===== src/rtl/fpu_pkg.sv =====
// Shared binary32 constants, unpacked-operand type and unpack helper for the FPU adder.
package fpu_pkg;

  localparam int EXP_W   = 8;
  localparam int MAN_W   = 23;
  localparam int GRS_W   = 3;
  localparam int SIG_W   = MAN_W + 1;
  localparam int ALN_W   = SIG_W + GRS_W;
  localparam int SHAMT_W = 5;

  localparam logic [EXP_W-1:0] EXP_MAX   = 8'd255;
  localparam logic [EXP_W:0]   SHAMT_MAX = 9'd27;

  typedef struct packed {
    logic             sign;
    logic [EXP_W-1:0] exp;
    logic [SIG_W-1:0] man24;
  } unpacked_t;

  // Denormals take exponent 1 and a zero hidden bit so they align like the smallest normal.
  function automatic unpacked_t unpack_op(input logic [31:0] f);
    unpacked_t u;
    u.sign = f[31];
    if (f[MAN_W +: EXP_W] == '0) begin
      u.exp   = 8'd1;
      u.man24 = {1'b0, f[MAN_W-1:0]};
    end else begin
      u.exp   = f[MAN_W +: EXP_W];
      u.man24 = {1'b1, f[MAN_W-1:0]};
    end
    return u;
  endfunction

endpackage


===== src/rtl/fp_add_align_if.sv =====
// Handshake and result bundle between the operand source, the align stage and the significand adder.
interface fp_add_align_if;
  import fpu_pkg::*;

  logic             in_valid;
  logic             in_ready;
  logic [31:0]      x;
  logic [31:0]      y;
  logic             op;
  logic             out_valid;
  logic             out_ready;
  logic             Sx;
  logic             Sy;
  logic             EOP;
  logic             zero_d;
  logic             sign_d;
  logic             cmp;
  logic [EXP_W-1:0] e_big;
  logic [ALN_W-1:0] m_big;
  logic [ALN_W-1:0] m_small;
  logic             special;

  modport master (
    output in_valid, x, y, op, out_ready,
    input  in_ready, out_valid, Sx, Sy, EOP, zero_d, sign_d, cmp,
           e_big, m_big, m_small, special
  );

  modport slave (
    input  in_valid, x, y, op, out_ready,
    output in_ready, out_valid, Sx, Sy, EOP, zero_d, sign_d, cmp,
           e_big, m_big, m_small, special
  );

endinterface


===== src/rtl/fp_rshift_sticky.sv =====
// Log-depth right shifter with the shift amount saturated at the aligned width.
// FPU_ALIGN_STICKY_EN folds every shifted-out bit into result bit 0; otherwise they are dropped.
module fp_rshift_sticky
  import fpu_pkg::*;
(
  input  logic [ALN_W-1:0] data_in,
  input  logic [EXP_W:0]   shamt,
  output logic [ALN_W-1:0] data_out
);

  localparam int STAGES = SHAMT_W;

  logic [SHAMT_W-1:0] shamt_sat;
  logic [ALN_W-1:0]   stage_data [0:STAGES];

  // Anything at or beyond 27 clears the whole word, so 27 is a safe ceiling.
  assign shamt_sat = (shamt > SHAMT_MAX) ? SHAMT_MAX[SHAMT_W-1:0] : shamt[SHAMT_W-1:0];

  assign stage_data[0] = data_in;

`ifdef FPU_ALIGN_STICKY_EN
  logic [STAGES:0] sticky;
  assign sticky[0] = 1'b0;
`endif

  genvar gi;
  generate
    for (gi = 0; gi < STAGES; gi++) begin : g_stage
      localparam int SH = 1 << gi;
      assign stage_data[gi+1] = shamt_sat[gi] ? (stage_data[gi] >> SH) : stage_data[gi];
`ifdef FPU_ALIGN_STICKY_EN
      assign sticky[gi+1] = sticky[gi] | (shamt_sat[gi] & (|stage_data[gi][SH-1:0]));
`endif
    end
  endgenerate

`ifdef FPU_ALIGN_STICKY_EN
  assign data_out = {stage_data[STAGES][ALN_W-1:1], stage_data[STAGES][0] | sticky[STAGES]};
`else
  assign data_out = stage_data[STAGES];
`endif

endmodule


===== src/rtl/fp_add_align.sv =====
// Two-stage unpack/exponent-compare and swap/align front end of the binary32 adder.
// Sticky collection in the aligner is controlled by FPU_ALIGN_STICKY_EN.
module fp_add_align
  import fpu_pkg::*;
(
  input  logic clk,
  input  logic rst_n,
  fp_add_align_if.slave bus
);

  // ---------------- stage 1: unpack and compare ----------------
  unpacked_t ux;
  unpacked_t uy;

  assign ux = unpack_op(bus.x);
  assign uy = unpack_op(bus.y);

  logic             s1_valid_reg;
  logic             s1_sx_reg;
  logic             s1_sy_reg;
  logic             s1_eop_reg;
  logic [SIG_W-1:0] s1_mx_reg;
  logic [SIG_W-1:0] s1_my_reg;
  logic [EXP_W-1:0] s1_ex_reg;
  logic [EXP_W-1:0] s1_ey_reg;
  logic [EXP_W:0]   s1_d_reg;
  logic             s1_zero_d_reg;
  logic             s1_sign_d_reg;
  logic             s1_cmp_reg;
  logic             s1_special_reg;

  logic s2_valid_reg;
  logic s2_ready;
  logic s1_ready;
  logic s1_load;
  logic s2_load;

  assign s2_ready     = !s2_valid_reg | bus.out_ready;
  assign s1_ready     = !s1_valid_reg | s2_ready;
  assign s1_load      = bus.in_valid & s1_ready;
  assign s2_load      = s1_valid_reg & s2_ready;
  assign bus.in_ready = s1_ready;

  always_ff @(posedge clk or negedge rst_n) begin
    if (!rst_n) begin
      s1_valid_reg   <= 1'b0;
      s1_sx_reg      <= 1'b0;
      s1_sy_reg      <= 1'b0;
      s1_eop_reg     <= 1'b0;
      s1_mx_reg      <= '0;
      s1_my_reg      <= '0;
      s1_ex_reg      <= '0;
      s1_ey_reg      <= '0;
      s1_d_reg       <= '0;
      s1_zero_d_reg  <= 1'b0;
      s1_sign_d_reg  <= 1'b0;
      s1_cmp_reg     <= 1'b0;
      s1_special_reg <= 1'b0;
    end else begin
      if (s1_ready) begin
        s1_valid_reg <= bus.in_valid;
      end
      if (s1_load) begin
        s1_sx_reg      <= ux.sign;
        s1_sy_reg      <= uy.sign;
        s1_eop_reg     <= ux.sign ^ uy.sign ^ bus.op;
        s1_mx_reg      <= ux.man24;
        s1_my_reg      <= uy.man24;
        s1_ex_reg      <= ux.exp;
        s1_ey_reg      <= uy.exp;
        s1_d_reg       <= {1'b0, ux.exp} - {1'b0, uy.exp};
        s1_zero_d_reg  <= (ux.exp == uy.exp);
        s1_sign_d_reg  <= (uy.exp > ux.exp);
        s1_cmp_reg     <= (uy.man24 > ux.man24);
        s1_special_reg <= (ux.exp == EXP_MAX) | (uy.exp == EXP_MAX);
      end
    end
  end

  // ---------------- stage 2: swap and align ----------------
  // Equal exponents keep x on the big side; the significand compare is left to the sign logic.
  logic             swap;
  logic [SIG_W-1:0] sig_big;
  logic [SIG_W-1:0] sig_small;
  logic [EXP_W-1:0] e_big_next;
  logic [EXP_W:0]   d_abs;
  logic [ALN_W-1:0] m_big_next;
  logic [ALN_W-1:0] m_small_next;

  assign swap       = s1_sign_d_reg;
  assign sig_big    = swap ? s1_my_reg : s1_mx_reg;
  assign sig_small  = swap ? s1_mx_reg : s1_my_reg;
  assign e_big_next = swap ? s1_ey_reg : s1_ex_reg;
  assign d_abs      = s1_d_reg[EXP_W] ? -s1_d_reg : s1_d_reg;
  assign m_big_next = {sig_big, {GRS_W{1'b0}}};

  fp_rshift_sticky u_rshift (
    .data_in  ({sig_small, {GRS_W{1'b0}}}),
    .shamt    (d_abs),
    .data_out (m_small_next)
  );

  logic             s2_sx_reg;
  logic             s2_sy_reg;
  logic             s2_eop_reg;
  logic             s2_zero_d_reg;
  logic             s2_sign_d_reg;
  logic             s2_cmp_reg;
  logic [EXP_W-1:0] s2_e_big_reg;
  logic [ALN_W-1:0] s2_m_big_reg;
  logic [ALN_W-1:0] s2_m_small_reg;
  logic             s2_special_reg;

  always_ff @(posedge clk or negedge rst_n) begin
    if (!rst_n) begin
      s2_valid_reg   <= 1'b0;
      s2_sx_reg      <= 1'b0;
      s2_sy_reg      <= 1'b0;
      s2_eop_reg     <= 1'b0;
      s2_zero_d_reg  <= 1'b0;
      s2_sign_d_reg  <= 1'b0;
      s2_cmp_reg     <= 1'b0;
      s2_e_big_reg   <= '0;
      s2_m_big_reg   <= '0;
      s2_m_small_reg <= '0;
      s2_special_reg <= 1'b0;
    end else begin
      if (s2_ready) begin
        s2_valid_reg <= s1_valid_reg;
      end
      // Data only moves with a real op, so a stalled result never changes under the consumer.
      if (s2_load) begin
        s2_sx_reg      <= s1_sx_reg;
        s2_sy_reg      <= s1_sy_reg;
        s2_eop_reg     <= s1_eop_reg;
        s2_zero_d_reg  <= s1_zero_d_reg;
        s2_sign_d_reg  <= s1_sign_d_reg;
        s2_cmp_reg     <= s1_cmp_reg;
        s2_e_big_reg   <= e_big_next;
        s2_m_big_reg   <= m_big_next;
        s2_m_small_reg <= m_small_next;
        s2_special_reg <= s1_special_reg;
      end
    end
  end

  assign bus.out_valid = s2_valid_reg;
  assign bus.Sx        = s2_sx_reg;
  assign bus.Sy        = s2_sy_reg;
  assign bus.EOP       = s2_eop_reg;
  assign bus.zero_d    = s2_zero_d_reg;
  assign bus.sign_d    = s2_sign_d_reg;
  assign bus.cmp       = s2_cmp_reg;
  assign bus.e_big     = s2_e_big_reg;
  assign bus.m_big     = s2_m_big_reg;
  assign bus.m_small   = s2_m_small_reg;
  assign bus.special   = s2_special_reg;

endmodule

===== src/flat_wrapper.sv =====
// flat-port wrapper written by rule: the top's interface ports become plain ports
module fp_add_align_flat import fpu_pkg::*;
  (clk, rst_n, bus_in_valid, bus_x, bus_y, bus_op, bus_out_ready, bus_in_ready, bus_out_valid, bus_Sx, bus_Sy, bus_EOP, bus_zero_d, bus_sign_d, bus_cmp, bus_e_big, bus_m_big, bus_m_small, bus_special);
  fp_add_align_if bus_i ();
  input  logic clk;
  input  logic rst_n;
  input wire logic [$bits(bus_i.in_valid)-1:0] bus_in_valid;
  input wire logic [$bits(bus_i.x)-1:0] bus_x;
  input wire logic [$bits(bus_i.y)-1:0] bus_y;
  input wire logic [$bits(bus_i.op)-1:0] bus_op;
  input wire logic [$bits(bus_i.out_ready)-1:0] bus_out_ready;
  output wire logic [$bits(bus_i.in_ready)-1:0] bus_in_ready;
  output wire logic [$bits(bus_i.out_valid)-1:0] bus_out_valid;
  output wire logic [$bits(bus_i.Sx)-1:0] bus_Sx;
  output wire logic [$bits(bus_i.Sy)-1:0] bus_Sy;
  output wire logic [$bits(bus_i.EOP)-1:0] bus_EOP;
  output wire logic [$bits(bus_i.zero_d)-1:0] bus_zero_d;
  output wire logic [$bits(bus_i.sign_d)-1:0] bus_sign_d;
  output wire logic [$bits(bus_i.cmp)-1:0] bus_cmp;
  output wire logic [$bits(bus_i.e_big)-1:0] bus_e_big;
  output wire logic [$bits(bus_i.m_big)-1:0] bus_m_big;
  output wire logic [$bits(bus_i.m_small)-1:0] bus_m_small;
  output wire logic [$bits(bus_i.special)-1:0] bus_special;
  assign bus_i.in_valid = bus_in_valid;
  assign bus_i.x = bus_x;
  assign bus_i.y = bus_y;
  assign bus_i.op = bus_op;
  assign bus_i.out_ready = bus_out_ready;
  assign bus_in_ready = bus_i.in_ready;
  assign bus_out_valid = bus_i.out_valid;
  assign bus_Sx = bus_i.Sx;
  assign bus_Sy = bus_i.Sy;
  assign bus_EOP = bus_i.EOP;
  assign bus_zero_d = bus_i.zero_d;
  assign bus_sign_d = bus_i.sign_d;
  assign bus_cmp = bus_i.cmp;
  assign bus_e_big = bus_i.e_big;
  assign bus_m_big = bus_i.m_big;
  assign bus_m_small = bus_i.m_small;
  assign bus_special = bus_i.special;
  fp_add_align u_core (.clk(clk), .rst_n(rst_n), .bus(bus_i));
endmodule

===== config.mk =====
export PLATFORM = sky130hd
export DESIGN_NAME = fp_add_align_flat
export DESIGN_NICKNAME = d
export VERILOG_FILES = /design/src/rtl/fpu_pkg.sv /design/src/rtl/fp_add_align_if.sv /design/src/rtl/fp_rshift_sticky.sv /design/src/rtl/fp_add_align.sv /design/src/flat_wrapper.sv
export SDC_FILE = /design/constraint.sdc
export NUM_CORES = 1
export LEC_CHECK = 0
export CORE_UTILIZATION = 52
export DETAILED_ROUTE_END_ITERATION = 10
export PLACE_DENSITY = 0.78
export REMOVE_ABC_BUFFERS = 1
export SLEW_MARGIN = 40
export SYNTH_ARGS = -nofsm -noshare
export SYNTH_HDL_FRONTEND = slang
export SYNTH_SLANG_ARGS = --single-unit

===== constraint.sdc =====
create_clock -name clk -period 6.3 [get_ports clk]
set_clock_uncertainty 0.2 [all_clocks]
set_input_delay 0.63 -clock clk [delete_from_list [all_inputs] [get_ports clk]]
set_output_delay 0.63 -clock clk [all_outputs]
set_load 0.01 [all_outputs]

* Word level (Yosys, flattened, before mapping)
Cells that the tools add are included.
Word-level totals: memories kept 0, bits in writable memories 0, bits in latches 0, register bits 148, memory bits (read-only) 0
Cells by class: multiplexer cells 12, bitwise logic cells 7, add/subtract/negate cells 2, div/mod/pow operators 0, magnitude comparators 3, shift operators 0, equal/unequal tests 3, reductions and logical operators 4, multipliers 0
Operator list (number):
- $mux 27 | 5
- $mux 32 | 2
- $mux 24 | 2
- $gt 24x24->1 | 1
- $eq 8x8->1 const B | 2
- $logic_not 8->1 | 2
- $gt 9x5->1 const B | 1
- $mux 9 | 1
- $neg 9->9 | 1
- $sub 8x8->9 | 1
- $eq 8x8->1 | 1
- $gt 8x8->1 | 1
- $mux 8 | 1
- $mux 5 | 1
- $or 1x1->1 | 3
- $and 1x1->1 | 2
- $logic_not 1->1 | 2
- $xor 1x1->1 | 2

* Longest topological paths before layout
Gate-level depths: netlist of the first run.
word-level depth 9, gate-level depth with buffers 14

* By module
A second synthesis of the first run with hierarchy kept.
Second synthesis, totals: cells, all modules 941, area, all modules 9102.5 sq um
By module, submodules not included:
- fp_add_align | area each 7198.2 sq um, cells each 658, times used 1, seq. area each 3703.6 sq um
- fp_rshift_sticky | area each 1904.3 sq um, cells each 283, times used 1, seq. area each 0.0 sq um

* Worst setup path after synthesis of the first run
No wires, ideal clock.
path kind register to register, start point register u_core.s1_d_reg[2], end point register u_core.s2_m_small_reg[2], in the netlist u_core.bus.m_small[2], data required time 5.978 ns, arrival 2.803 ns, period minus slack after synthesis 3.125 ns, stages on the path, launching flop included 12, path slack 3.175 ns, path through dfrtp_1 -> buf_6 -> or4_4 -> o211a_1 -> or3_1 -> and2_1 -> buf_6 -> mux4_2 -> mux2i_1 -> mux2i_1 -> a211o_1 -> a32o_1
On the way: word-level cells in the longest chain between the ends 9
Ends and longest elaborated chain:
- from (decl) | RTL line fp_add_align.sv:26 | logic [EXP_W:0] s1_d_reg;
- from (signal assigned) | RTL line fp_add_align.sv:71 | s1_d_reg <= {1'b0, ux.exp} - {1'b0, uy.exp};
- $neg 9->9 | RTL line fp_add_align.sv:94 | assign d_abs = s1_d_reg[EXP_W] ? -s1_d_reg : s1_d_reg;
- $mux 9 * | RTL line fp_add_align.sv:94
- $gt 9x5->1 | RTL line fp_rshift_sticky.sv:17 | assign shamt_sat = (shamt > SHAMT_MAX) ? SHAMT_MAX[SHAMT_W-1:0] : shamt[SHAMT_W-1:0];
- $mux 5 * | RTL line fp_rshift_sticky.sv:17
- $mux 27 (4 in series) | RTL line fp_rshift_sticky.sv:30 | assign stage_data[gi+1] = shamt_sat[gi] ? (stage_data[gi] >> SH) : stage_data[gi];
- $mux 27 * | RTL line fp_rshift_sticky.sv:30
- to (signal assigned) | RTL line fp_add_align.sv:141 | s2_m_small_reg <= m_small_next;
- to (decl) | RTL line fp_add_align.sv:111 | logic [ALN_W-1:0] s2_m_small_reg;
Every way passes the cells marked *; elsewhere a longest branch is shown, timed or not. A chain may end at the register's enable or synchronous reset.

* Final worst setup path of the first run
Same ends and word-level chain as after synthesis.

==> results of run 1 <==
## layout by cell type, fill, tap and decap left out, types with 3 or more instances in the layout
cell type,netlist,layout
mux2i_1,85,85
inv_1,41,41
a21oi_1,22,22
conb_1,1,3
a22o_1,8,8
ha_1,33,33
nand4_1,10,10
nand3_1,9,9
nor2b_1,8,8
a31oi_1,7,7
and3_1,4,4
nor2_1,23,23
buf_4,7,5
a21o_1,6,6
nand2b_1,7,7
o21ai_1,4,4
xnor2_1,6,6
dfrtp_1,148,147
clkbuf_16,0,17
nor3_1,9,9
o21ai_0,98,98
clkbuf_1,42,3
bufinv_16,0,5
o31ai_1,7,7
and2_1,4,4
a221oi_1,3,3
xor2_1,4,4
nand2_1,136,134
mux4_2,19,19
o22ai_1,4,4
mux2_2,36,36
a22oi_1,4,4
o21a_1,8,8
nor4_1,5,5
clkdlybuf4s50_1,0,135
## worst max-delay path, delay by kind of cell (launching register included)
kind	cells	cell delay (ps)
flip-flops	1	490
buffers and inverters	1	360
multiplexers	3	780
AO/OA/AOI/OAI	2	530
AND/OR/NAND/NOR	4	1330
## final timing paths
path	start	to	slack, ps
max in group asynchronous	rst_n	u_core.bus.Sy	4750
max reg2reg	u_core.s1_d_reg[2]	u_core.bus.m_small[2]	2500
max	u_core.s1_d_reg[2]	u_core.bus.m_small[2]	2500
min reg2reg	u_core.s1_sx_reg	u_core.bus.Sx	260
min in group clk	u_core.s1_sx_reg	u_core.bus.Sx	260
min	rst_n	u_core.bus.m_big[21]	20
## report_power, final
part           total, mW  internal, mW  switching [mW]
sequential          1.26          1.11           0.147
combinational       1.10         0.530           0.568
clock               1.10         0.705           0.398
## layout make-up
class                   count  share of cell area [%]
multi-input cells         603                    41.5
flip-flops and latches    148                    35.0
repair buffers            142                    13.4
clock buffers              20                    4.13
well taps                 216                    2.56
clock inverters            12                    1.92
inverters                  41                    1.46
## per-stage QoR
stage	power [mW]	util [%]	setup WS [ps]	hold WS, ps
after global placement	2.34	62.2	2520	247
after global routing	3.63	66.3	2180	54.5
after detailed placement	2.36	62.3	2430	256
final	3.46	66.3	2500	16.0
after CTS	3.47	66.3	2500	33.4
after floorplan	1.90	-	1970	134
## cell families after synthesis
family | synth area share (%)
muxes | 19.8
and+or+nand+nor | 12.0
DFF | 43.5
xor gates and xnor gates | 1.03
adders and majority gates | 5.09
other | 0.0441
AOI/OAI and AO/OA | 13.3
buffers and inverters | 5.24
## metal layers
metal / vias to the layer above / track usage, % / wire (microns)
met3: 31 / 5.08 / 1190
li1: 3225 / - / -
met2: 209 / 40.6 / 9700
met5: - / 0 / 0
met1: 3344 / 37.3 / 9480
met4: 0 / 9.10 / 406
==> results.json, run 1 <==
{
  "crit_top_cell": "mux2i_1",
  "rsz0062_at_grt": "no",
  "async_flop_share_pct": 100,
  "multi_input_area_sq_um": 4390,
  "cts-hold-fix-buffers": 0,
  "cts-resized-gates": 0,
  "cts.sinks": 148,
  "hold_viol_final": 0,
  "post-place-cells": 1150,
  "ios": 140,
  "cts_buffers": 17,
  "synthesis.area_sq_um": 8510,
  "route.detailed.drc": 0,
  "drv_slew": 0,
  "cts.reportedPaths.clkPinSlew_ps": 60,
  "p_per_area_nw_per_um2": 327,
  "core-area_sq_um": 15900,
  "synth_area_per_cell_sq_um": 9.97,
  "clock_latency_ps": 430,
  "largest_reg_flops": 27,
  "diodes": 0,
  "synth_cells": 853,
  "fin_crit_ps": 3800,
  "dpl_cell_area_sq_um": 9930,
  "leakagePower_nw": 4.70,
  "std_cell_rows": 46,
  "worst-endpoint-required_ps": 6420,
  "synth.top_cell.area_share_pct": 43.5,
  "fin_tns_setup_ps": 0,
  "synth-edff-count": 0,
  "syn2layout_area_growth_pct": 24.2,
  "cts.htree.levels": 4,
  "fin_area_sq_um": 10600,
  "synth_area_leaders": "dfrtp_1 44%, mux2i_1 10%, nand2_1 6.0%",
  "status": "finished clean",
  "slew_headroom_pct": 49.4,
  "via_count": 6809,
  "cts_tree": "yes",
  "critical-path-slowest-cell": "or4_4",
  "grt_pass1_vias": 6592,
  "ys_seq_area_share_pct": 43.5,
  "reg2regPathDepth": 10,
  "yosysUniqueCellTypes": 60,
  "setup_viol_count_final": 0,
  "clockBufferDepth": 2,
  "drtIter0Drc": 542,
  "worst_pin_slew_ps": 760,
  "die_y_microns": 130,
  "synthFlopType": "dfrtp_1",
  "finalWirelength_microns": 20800,
  "drive_above_1_share_pct": 10.0,
  "yosysMostFrequentCell": "dfrtp_1",
  "ant_nets": 0,
  "critical_path_class": "register to register",
  "critPathArrivalTime_ps": 3920,
  "critPathLaunchType": "register",
  "drt_first_pass_iters": 5,
  "start_util_pct": 53.4,
  "io_buffers": 136,
  "ys_ff_latch": 148,
  "routed_via_density": 5.76,
  "min_path_type": "input pin to async pin",
  "fin_crit_sh_pct": 60.3,
  "grtUsageTotal_pct": 26.3,
  "die_width_microns": 130,
  "grt-ovfl-total": 0,
  "post_cts_buffers": 0,
  "cp_slowest_stage_delay_ps": 530,
  "gp_congestion": 0.929,
  "fin_nets": 1056,
  "instances_no_fill": 1182,
  "die-area_sq_um": 16900,
  "hpwl_microns": 14900,
  "wire_per_inst_microns": 17.6,
  "netlist_top_cells_count": "148 x dfrtp_1, 136 x nand2_1, 98 x o21ai_0",
  "timing.fmax_mhz": 263,
  "grt_pass1_wl_microns": 34000,
  "grt_max_degree": 103,
  "ys_warn_count": 0,
  "end_kind": "register",
  "yosys.area.top_type": "dfrtp_1",
  "maxCapViolations": 0,
  "regArea_sq_um": 3700,
  "cp_cell_sequence": "or4_4, nor4bb_1, or3_1, and2_1, buf_4, mux4_2, mux2i_1, mux2i_1, a211o_1, a32o_1",
  "cts-root-buf": "clkbuf_16",
  "nFillCells": 1255,
  "peakVddDrop_uv": 237,
  "cp_max_fo": 33,
  "antenna_found_initial": 0
}
(Power assumes the default switching activity.)
==> run 2, diff against run 1 <==
- clock period: 6.3 -> 3.6 ns (I/O delays scaled with it)
==> run 2 against run 1 <==
  * Wire length increased by 5.0%
  * Cell count increased by 2.4%
  * Die area unchanged
  * Register-to-register slack got worse by 2400 ps
  * Critical path type unchanged
  * Clock-buffer cell count decreased by 1
  * Combinational power increased by 86%
  * Sequential share of layout area decreased by 0.91 points
  * Setup slack got worse by 2400 ps
==> results.json, run 2 (synthesis gave the netlist of run 1 again) <==
{
  "worst_pin_slew_ps": 653,
  "grtUsageTotal_pct": 27.5,
  "worst-endpoint-required_ps": 3720,
  "critPathArrivalTime_ps": 3610,
  "status": "finished clean",
  "hold_viol_final": 0,
  "grt_pass1_vias": 6848,
  "p_seq_share_pct": 35.3,
  "cp_max_fo": 9,
  "hpwl_microns": 15700,
  "timing.hold.ws_ps": 137,
  "cts.htree.levels": 4,
  "grt_max_degree": 79,
  "post_cts_buffers": 0,
  "comb_power_share_pct": 33.1,
  "route.detailed.drc": 0,
  "start_util_pct": 53.4,
  "peakVddDrop_uv": 421,
  "io_buffers": 136,
  "antenna_found_initial": 0,
  "fin_nets": 1084,
  "core-area_sq_um": 15900,
  "cts_tree": "yes",
  "grt.busiest_layer": "met2",
  "finalWirelength_microns": 21800,
  "ios": 140,
  "leakagePower_nw": 4.87,
  "final_common_cell": "dfrtp_1",
  "cts.sinks": 148,
  "grtUsageMet1_pct": 38.4,
  "grt-ovfl-total": 0,
  "fin_crit_ps": 3490,
  "fin_area_sq_um": 10900,
  "grt_pass1_wl_microns": 35600,
  "final_cell_mix": "147 x dfrtp_1, 135 x clkdlybuf4s50_1, 134 x nand2_1",
  "routed_via_density": 5.78,
  "cts.reportedPaths.clkPinSlew_ps": 60,
  "cts_buffers": 17,
  "die_width_microns": 130,
  "drt_first_pass_iters": 5,
  "use_met2_pct": 43.4,
  "gp_congestion": 0.901,
  "min_path_type": "input pin to async pin",
  "p_switching_mw": 2.00,
  "die_y_microns": 130,
  "setup_ws_ps": 109,
  "end_kind": "register",
  "setup_viol_count_final": 0,
  "timing.fmax_mhz": 286,
  "fin_crit_sh_pct": 97.0,
  "drtIter0Drc": 535,
  "drive_above_1_share_pct": 13.0,
  "wire_per_inst_microns": 18.0,
  "p_per_area_nw_per_um2": 571,
  "ant_nets": 0,
  "clkPwrFrac_pct": 31.6,
  "largest_reg_flops": 27,
  "p_int_mw": 4.19,
  "r2r_start": "u_core.s1_d_reg[1]",
  "critical_path_class": "register to register",
  "drv_slew": 0,
  "pre_cts_ws_ps": 137,
  "r2r_end": "u_core.bus.m_small[2]",
  "diodes": 0,
  "critPathLaunchType": "register",
  "switching_share_pct": 32.3,
  "clock_latency_ps": 430,
  "cts-root-buf": "clkbuf_16",
  "rsz0062_at_grt": "no",
  "maxCapViolations": 0,
  "syn2layout_area_growth_pct": 27.5,
  "std_cell_rows": 46,
  "via_count": 6999,
  "reg2reg_slack_ps": 110,
  "reg2regPathDepth": 9,
  "slew_headroom_pct": 55.2,
  "die-area_sq_um": 16900,
  "dpl_cell_area_sq_um": 10200,
  "use_met3_pct": 5.21,
  "clockBufferDepth": 2
}
-- run 2: power by group through the flow --
stage                     Combinational (mW)  Clock, mW  Sequential, mW
after global routing                    2.22       2.06            2.22
final                                   2.05       1.96            2.18
after floorplan                         1.08          0            2.25
after global placement                  1.96          0            2.19
after CTS                               2.02       1.98            2.18
after detailed placement                2.00          0            2.20
-- run 2: critical path: stages (launching register included) --
cell and delay, ps:
dfrtp_1 380, or4_4 550, o211a_1 210, or3_1 380
and2_2 290, mux4_2 340, mux2i_1 280, mux2i_1 180
a211o_1 350, a32o_1 210
-- run 2: worst max path at each step --
stage | start | end | slack [ps] | depth (start not counted)
2_1_floorplan | u_core.s1_sign_d_reg | u_core.bus.m_small[2] | -730 | 6
3_3_place_gp | u_core.s1_d_reg[0] | u_core.bus.m_small[2] | 180 | 11
3_5_place_dp | u_core.s1_d_reg[0] | u_core.bus.m_small[2] | 140 | 11
4_1_cts | u_core.s1_d_reg[1] | u_core.bus.m_small[2] | 90 | 11
5_1_grt | u_core.s1_d_reg[1] | u_core.bus.m_small[2] | 30 | 9
6_report | u_core.s1_d_reg[1] | u_core.bus.m_small[2] | 110 | 9
-- run 2: layout make-up --
type	count	area, sq um
timing repair buffer	170	1680
multi-input combinational	603	4390
clock buffer	19	443
sequential	148	3700
tap	216	270
inverter	41	154
clock inverter	13	206
fill	1233	5090
-- run 2: metal layers --
layer,part of all wire [%],vias to the layer above
met1,46,3420
met2,47,247
met4,1.8,0
li1,-,3303
met3,5.2,29
met5,0,-
-- run 2: repair_timing --
item                                    in CTS  in global routing
hold endpoints to repair                    77                  0
hold buffers                                 1                  0
endpoints found under the setup margin       0                 10
gates resized for setup                      0                  3
-- run 2: stage by stage --
step           cells  total power, mW  setup TNS, ps  util (%)
6_report        1210             6.19              0      68.1
5_1_grt         1210             6.49              0      68.1
4_1_cts         1209             6.18              0      67.8
3_5_place_dp    1176             4.20              0      63.7
3_3_place_gp    1176             4.15              0      63.7
2_1_floorplan    792             3.32         -10810         -
